### src/rtl/serial_subtractor_8bits.sv
// Bit-serial subtractor: Sub_in1 - Sub_in2 - Sub_bin, one bit per clock, LSB first,
// through a single full-subtractor cell and a borrow flip-flop, with start/done handshake.
module serial_subtractor_8bits #(
    parameter int unsigned WIDTH = 8
) (
    input  logic             clk,
    input  logic             rst_n,
    input  logic             Sub_start,
    input  logic [WIDTH-1:0] Sub_in1,
    input  logic [WIDTH-1:0] Sub_in2,
    input  logic             Sub_bin,
    output logic             Sub_busy,
    output logic             Sub_done,
    output logic [WIDTH-1:0] Sub_diff,
    output logic             Sub_bout,
    output logic             Sub_ovf,
    output logic             Sub_zero
);

    localparam int unsigned CntW = $clog2(WIDTH);
    localparam logic [CntW-1:0] CntLast = CntW'(WIDTH - 1);

    typedef enum logic [1:0] {
        StIdle,
        StShift,
        StDone
    } state_e;

    state_e            state_q, state_d;
    logic [WIDTH-1:0]  a_q, a_d;
    logic [WIDTH-1:0]  b_q, b_d;
    logic              br_q, br_d;
    logic [WIDTH-1:0]  r_q, r_d;
    logic [CntW-1:0]   cnt_q, cnt_d;
    logic [WIDTH-1:0]  diff_q, diff_d;
    logic              bout_q, bout_d;
    logic              ovf_q, ovf_d;

    logic              cell_diff;
    logic              cell_bout;
    logic              accept;

    // Single full-subtractor cell operating on the current LSBs.
    assign cell_diff = a_q[0] ^ b_q[0] ^ br_q;
    assign cell_bout = (~a_q[0] & b_q[0]) | (~(a_q[0] ^ b_q[0]) & br_q);

    always_comb begin
        state_d = state_q;
        a_d     = a_q;
        b_d     = b_q;
        br_d    = br_q;
        r_d     = r_q;
        cnt_d   = cnt_q;
        diff_d  = diff_q;
        bout_d  = bout_q;
        ovf_d   = ovf_q;
        accept  = 1'b0;

        unique case (state_q)
            StIdle: begin
                accept = Sub_start;
            end
            StShift: begin
                a_d  = {1'b0, a_q[WIDTH-1:1]};
                b_d  = {1'b0, b_q[WIDTH-1:1]};
                br_d = cell_bout;
                r_d  = {cell_diff, r_q[WIDTH-1:1]};
                if (cnt_q == CntLast) begin
                    // MSB edge: br_q is the borrow into the MSB, cell_bout the borrow out.
                    diff_d  = {cell_diff, r_q[WIDTH-1:1]};
                    bout_d  = cell_bout;
                    ovf_d   = br_q ^ cell_bout;
                    state_d = StDone;
                end else begin
                    cnt_d = cnt_q + CntW'(1);
                end
            end
            StDone: begin
                if (Sub_start) begin
                    accept = 1'b1;
                end else begin
                    state_d = StIdle;
                end
            end
            default: begin
                state_d = StIdle;
            end
        endcase

        if (accept) begin
            a_d     = Sub_in1;
            b_d     = Sub_in2;
            br_d    = Sub_bin;
            r_d     = '0;
            cnt_d   = '0;
            state_d = StShift;
        end
    end

    always_ff @(posedge clk or negedge rst_n) begin
        if (!rst_n) begin
            state_q <= StIdle;
            a_q     <= '0;
            b_q     <= '0;
            br_q    <= 1'b0;
            r_q     <= '0;
            cnt_q   <= '0;
            diff_q  <= '0;
            bout_q  <= 1'b0;
            ovf_q   <= 1'b0;
        end else begin
            state_q <= state_d;
            a_q     <= a_d;
            b_q     <= b_d;
            br_q    <= br_d;
            r_q     <= r_d;
            cnt_q   <= cnt_d;
            diff_q  <= diff_d;
            bout_q  <= bout_d;
            ovf_q   <= ovf_d;
        end
    end

    assign Sub_busy = (state_q == StShift);
    assign Sub_done = (state_q == StDone);
    assign Sub_diff = diff_q;
    assign Sub_bout = bout_q;
    assign Sub_ovf  = ovf_q;
    assign Sub_zero = (diff_q == '0);

endmodule

### config.mk
export PLATFORM = sky130hd
export DESIGN_NAME = serial_subtractor_8bits
export DESIGN_NICKNAME = d
export VERILOG_FILES = /design/src/rtl/serial_subtractor_8bits.sv
export SDC_FILE = /design/constraint.sdc
export NUM_CORES = 1
export LEC_CHECK = 0
export CORE_MARGIN = 2
export CORE_UTILIZATION = 45
export CTS_BUF_LIST = sky130_fd_sc_hd__clkbuf_4 sky130_fd_sc_hd__clkbuf_8 sky130_fd_sc_hd__clkbuf_16
export DETAILED_ROUTE_END_ITERATION = 10
export DONT_BUFFER_PORTS = 1
export PLACE_DENSITY_LB_ADDON = 0.3
export SYNTH_ARGS = -nofsm -noshare
export SYNTH_HDL_FRONTEND = slang
export SYNTH_SLANG_ARGS = --single-unit
### constraint.sdc
create_clock -name clk -period 4.3 [get_ports clk]
set_input_delay 0.645 -clock clk [delete_from_list [all_inputs] [get_ports clk]]
set_output_delay 0.645 -clock clk [all_outputs]
set_load 0.05 [all_outputs]
# Word level (Yosys, flattened, before mapping)
# Index checks and enable logic that the tools add are counted.
# W data, S select, Z words.
# op_classes
bitwise	8
add_sub_neg	1
n_eq_ne	7
mux	17
n_reduce_logical	6
# ops
op	count
$mux W8	6
$mux W3	3
$logic_not A8 Y1	1
$mux W2	3
$pmux W2 S3	1
$ne A2 B2 Y1 const B	2
$reduce_and A2 Y1	2
$add A3 B1 Y3 const B	1
$eq A3 B3 Y1 const B	1
$mux W1	3
$ne A3 B1 Y1 const B	1
$ne A3 B2 Y1 const B	1
$reduce_and A3 Y1	1
$xor A1 B1 Y1	3
$and A1 B1 Y1	2
$eq A2 B1 Y1 const B	1
$eq A2 B2 Y1 const B	1
$logic_not A2 Y1	1
$not A1 Y1	2
$pmux W1 S2	1
$reduce_bool A2 Y1	1
$or A1 B1 Y1	1
# totals
regBits	40
in_bits	20
word_cells	48

# Longest topological paths before layout
# depth
depth_word	6
mapped_depth	6
depth_no_buf	5

# Worst setup path after synthesis
# OpenSTA, ideal clock, no wires.
# synth_timing
path_type	register -> output
from	register diff_q[5], in the netlist Sub_diff[5]
to	output port Sub_zero
stages_incl_launch_ff	3
t_arrival_ns	1.790
required_ns	3.655
slack_ns	1.865
cell_sequence	dfrtp_1 or4_1 nor2_1
# synth_via
elab_chain_len	1
# synth_rtl
item	line_no	text
start, declared	35	logic [WIDTH-1:0] diff_q, diff_d;
start signal, assigned	118	diff_q <= diff_d;
$logic_not A8 Y1	129	assign Sub_zero = (diff_q == '0);
end, declared	17	output logic Sub_zero
# Every way passes these cells.

# Worst setup path after layout
# Same ends and word-level chain as after synthesis.

==> key figures <==
Status
  • Status: complete, no violations

Detailed routing
  • Drt wl/cell: 16.48 um
  • First DRT Iteration DRCs: 38
  • DR pass1 iterations: 4
  • DRC violations left: 0
  • Wirelength, routed: 2867 um
  • Via density: 5.736
  • DR vias: 998
  • Post-route ant nets: 0

Timing
  • RSZ-0062 raised after global routing: no
  • Setup TNS: 0 ps
  • Max-slew violations: 0
  • Slew @ Worst Pin: 928.8 ps
  • Period utilization: 0.6603
  • Final count of hold timing violations: 0
  • Worst Hold Slack: 39.63 ps
  • Period minus WS final: 2839 ps
  • Final WS setup: 1461 ps
  • Final setup fails: 0
  • Slew headroom: 0.3796
  • Clk_skew: 5.149 ps
  • Fmax: 352.2 MHz

Placement
  • Post-place setup slack: 1768 ps
  • RePlAce Congestion: 0.7188
  • # port buffers: 0
  • Post-DP HPWL: 1982 um
  • Placed cells: 166

Logic synthesis
  • Synth top area cells: dfrtp_1 (59%), a22o_1 (12%), a21o_1 (5.9%), mux2_2 (5.5%), buf_6 (2.0%)
  • Post-synth top area share: 0.5914
  • Post-Syn Nets: 148
  • Ys Warns: 0
  • Top cell type by total area after synthesis: dfrtp_1
  • Synthesized instance count: 125
  • Sequential fraction of the synthesis area: 0.5914
  • Average size of a mapped cell: 13.20 um^2
  • Yosys reg bits: 39
  • Netlist Area Pre-Place: 1650 um^2
  • Netlist cell types: 26

Pwr
  • NetSw: 638.7 uW
  • Power per cell area: 875.4 nW/um^2
  • Gate power share: 0.333
  • Sequential power share: 0.513
  • Leakage power: 0.8955 nW
  • Clk pwr share: 0.154
  • VDD IR-drop max: 0.2773 mV
  • Int Pwr: 888.2 uW
  • Net Sw Frac: 0.4183

Die
  • Cell Rows: 22
  • Starting density of the core: 0.4577
  • Top Ports: 33
  • Die Y: 64.56 um
  • Die footprint: 4168 um^2
  • Area of the core: 3606 um^2
  • Die width: 64.56 um

Worst setup path
  • CP Capture Type: output port
  • Crit start category: flip-flop
  • Reg-to-reg startpoint: state_q[0]$_DFFE_PN0P_
  • CP max-delay cell: nor2_1
  • Req. time, crit path: 3650 ps
  • Worst setup path class: flip-flop to output port
  • Worst path max stage delay: 720 ps
  • WP depth: 2
  • R2R cell count: 3
  • WP buf/inv: 0
  • Critical Path AT: 2190 ps
  • Crit-path leading delay family: simple AND/OR/NAND/NOR gates
  • CP startpoint: Sub_diff[5]$_DFFE_PN0P_
  • CP Cell Sequence: or4_1, nor2_1
  • Reg-to-reg endpoint: br_q$_DFFE_PN0P_
  • Reg-to-reg slack, setup: 2480 ps
  • Worst-path maximum fanout: 3
  • Worst setup endpoint: Sub_zero

Cells and area
  • Commonest cells after routing, fill and taps aside: dfrtp_1 (39), a22o_1 (22), a21o_1 (13)
  • Area grow syn2layout: 5.686%
  • Final core occ: 0.4837
  • Inserted Diodes: 0
  • # nets final: 148
  • Share of cells above drive strength 1: 0.1587
  • Commonest non-fill, non-tap cell in the layout: dfrtp_1
  • Fin cells: 174
  • Fillcell total: 320

CTS
  • H-tree lvl count: 2
  • Skew-Pair Late Insertion Delay: 290 ps
  • Sink Count: 39
  • Setup bufs post-CTS: 0
  • Clk slew on worst S/H paths: 80 ps
  • CTS tree: built
  • Post-CTS Hold Fix Bufs: 0
  • Maximum buffer depth of the clock tree: 2
  • TritonCTS Buffers: 5
  • Post-cts resize count: 0
  • Root Buffer Master: clkbuf_8

Global routing
  • Number of global-route vias before repair: 1051
  • Met2 Use GR: 0.2565
  • GRT Total Usage: 0.1510
  • Initial antenna violation count: 0
  • Gr busiest metal: met2
  • First-pass GRT wire length: 4781 um
  • Met3 usage: 0.04688
  • Met1 GRT Util: 0.1804
  • Pin count of the biggest net entering global routing: 40
  • GRT Residual Overflow: 0

Flow run
  • Max-Cap Viols: 0

Worst hold path
  • Hold Crit Class: input pin to async pin
-- area by class of cell --
type / count / area [um^2] / area share
inverters: 5 / 18.77 / 0.01076
clock buffers: 5 / 68.82 / 0.03945
repair buffers: 2 / 15.01 / 0.008608
flip-flops and latches: 39 / 975.9 / 0.5595
clock inverters: 3 / 15.01 / 0.008608
multi-input cells: 72 / 590.6 / 0.3386
well taps: 48 / 60.06 / 0.03443
-- synthesized netlist by cell type --
library cell  count
clkbuf_1          1
nor2_1            1
or4_1             2
nand2_1           3
inv_1             5
or3b_1            1
buf_4             1
o21ai_0           4
buf_6             3
nand3b_1          1
nand3_1           3
nor2_4            1
xor2_1            1
nand2b_1          1
o21ai_1           1
a221o_1           2
nor2b_2           1
nor2b_1           3
mux2_2            8
a22o_1           22
dfrtp_1          39
nor3_1            1
a21o_1           13
ha_1              2
buf_2             4
fa_1              1
-- flip-flops by register name (all words and copies together), names as in the netlist --
signal,cells
Sub_diff,8
a_q,8
b_q,8
r_q,7
cnt_q,3
state_q,2
Sub_bout,1
Sub_ovf,1
br_q,1
-- through the flow --
step | instance area (um^2) | total power [mW]
after floorplan | 1650 | 1.232
after global placement | 1660 | 1.270
after detailed placement | 1660 | 1.310
after CTS | 1744 | 1.545
after global routing | 1744 | 1.635
final | 1744 | 1.527
-- power groups by stage --
stage | Clock [mW] | Sequential (mW) | Combinational, mW
6_report | 0.236 | 0.783 | 0.508
4_1_cts | 0.242 | 0.784 | 0.519
3_3_place_gp | 0 | 0.784 | 0.486
5_1_grt | 0.254 | 0.805 | 0.576
2_1_floorplan | 0 | 0.759 | 0.473
3_5_place_dp | 0 | 0.792 | 0.517
-- worst min-delay path by stage --
stage | slack (ps) | to | startpoint | cells past startpoint
2_1_floorplan | 350 | Sub_bout$_DFFE_PN0P_ | rst_n | 0
3_3_place_gp | 350 | Sub_diff[3]$_DFFE_PN0P_ | rst_n | 0
3_5_place_dp | 350 | Sub_diff[3]$_DFFE_PN0P_ | rst_n | 0
4_1_cts | 40 | state_q[0]$_DFFE_PN0P_ | rst_n | 0
5_1_grt | 30 | a_q[6]$_DFFE_PN0P_ | rst_n | 0
6_report | 40 | Sub_diff[3]$_DFFE_PN0P_ | rst_n | 0
-- metal layers --
layer	vias to the layer above	share of wire	routed length, um
met5	-	0	0
met2	30	0.50	1422
met4	0	0.018	53
met1	512	0.43	1223
met3	7	0.059	168
li1	449	-	-
-- kinds of logic after synthesis --
family | share of synthesized area
xor gates and xnor gates | 0.005308
AOI/OAI and AO/OA | 0.2032
buffers and inverters | 0.05080
and+or+nand+nor | 0.06747
muxes | 0.05459
adders and majority gates | 0.02729
DFF | 0.5914
Note: power is estimated with default switching activity, not from simulation.
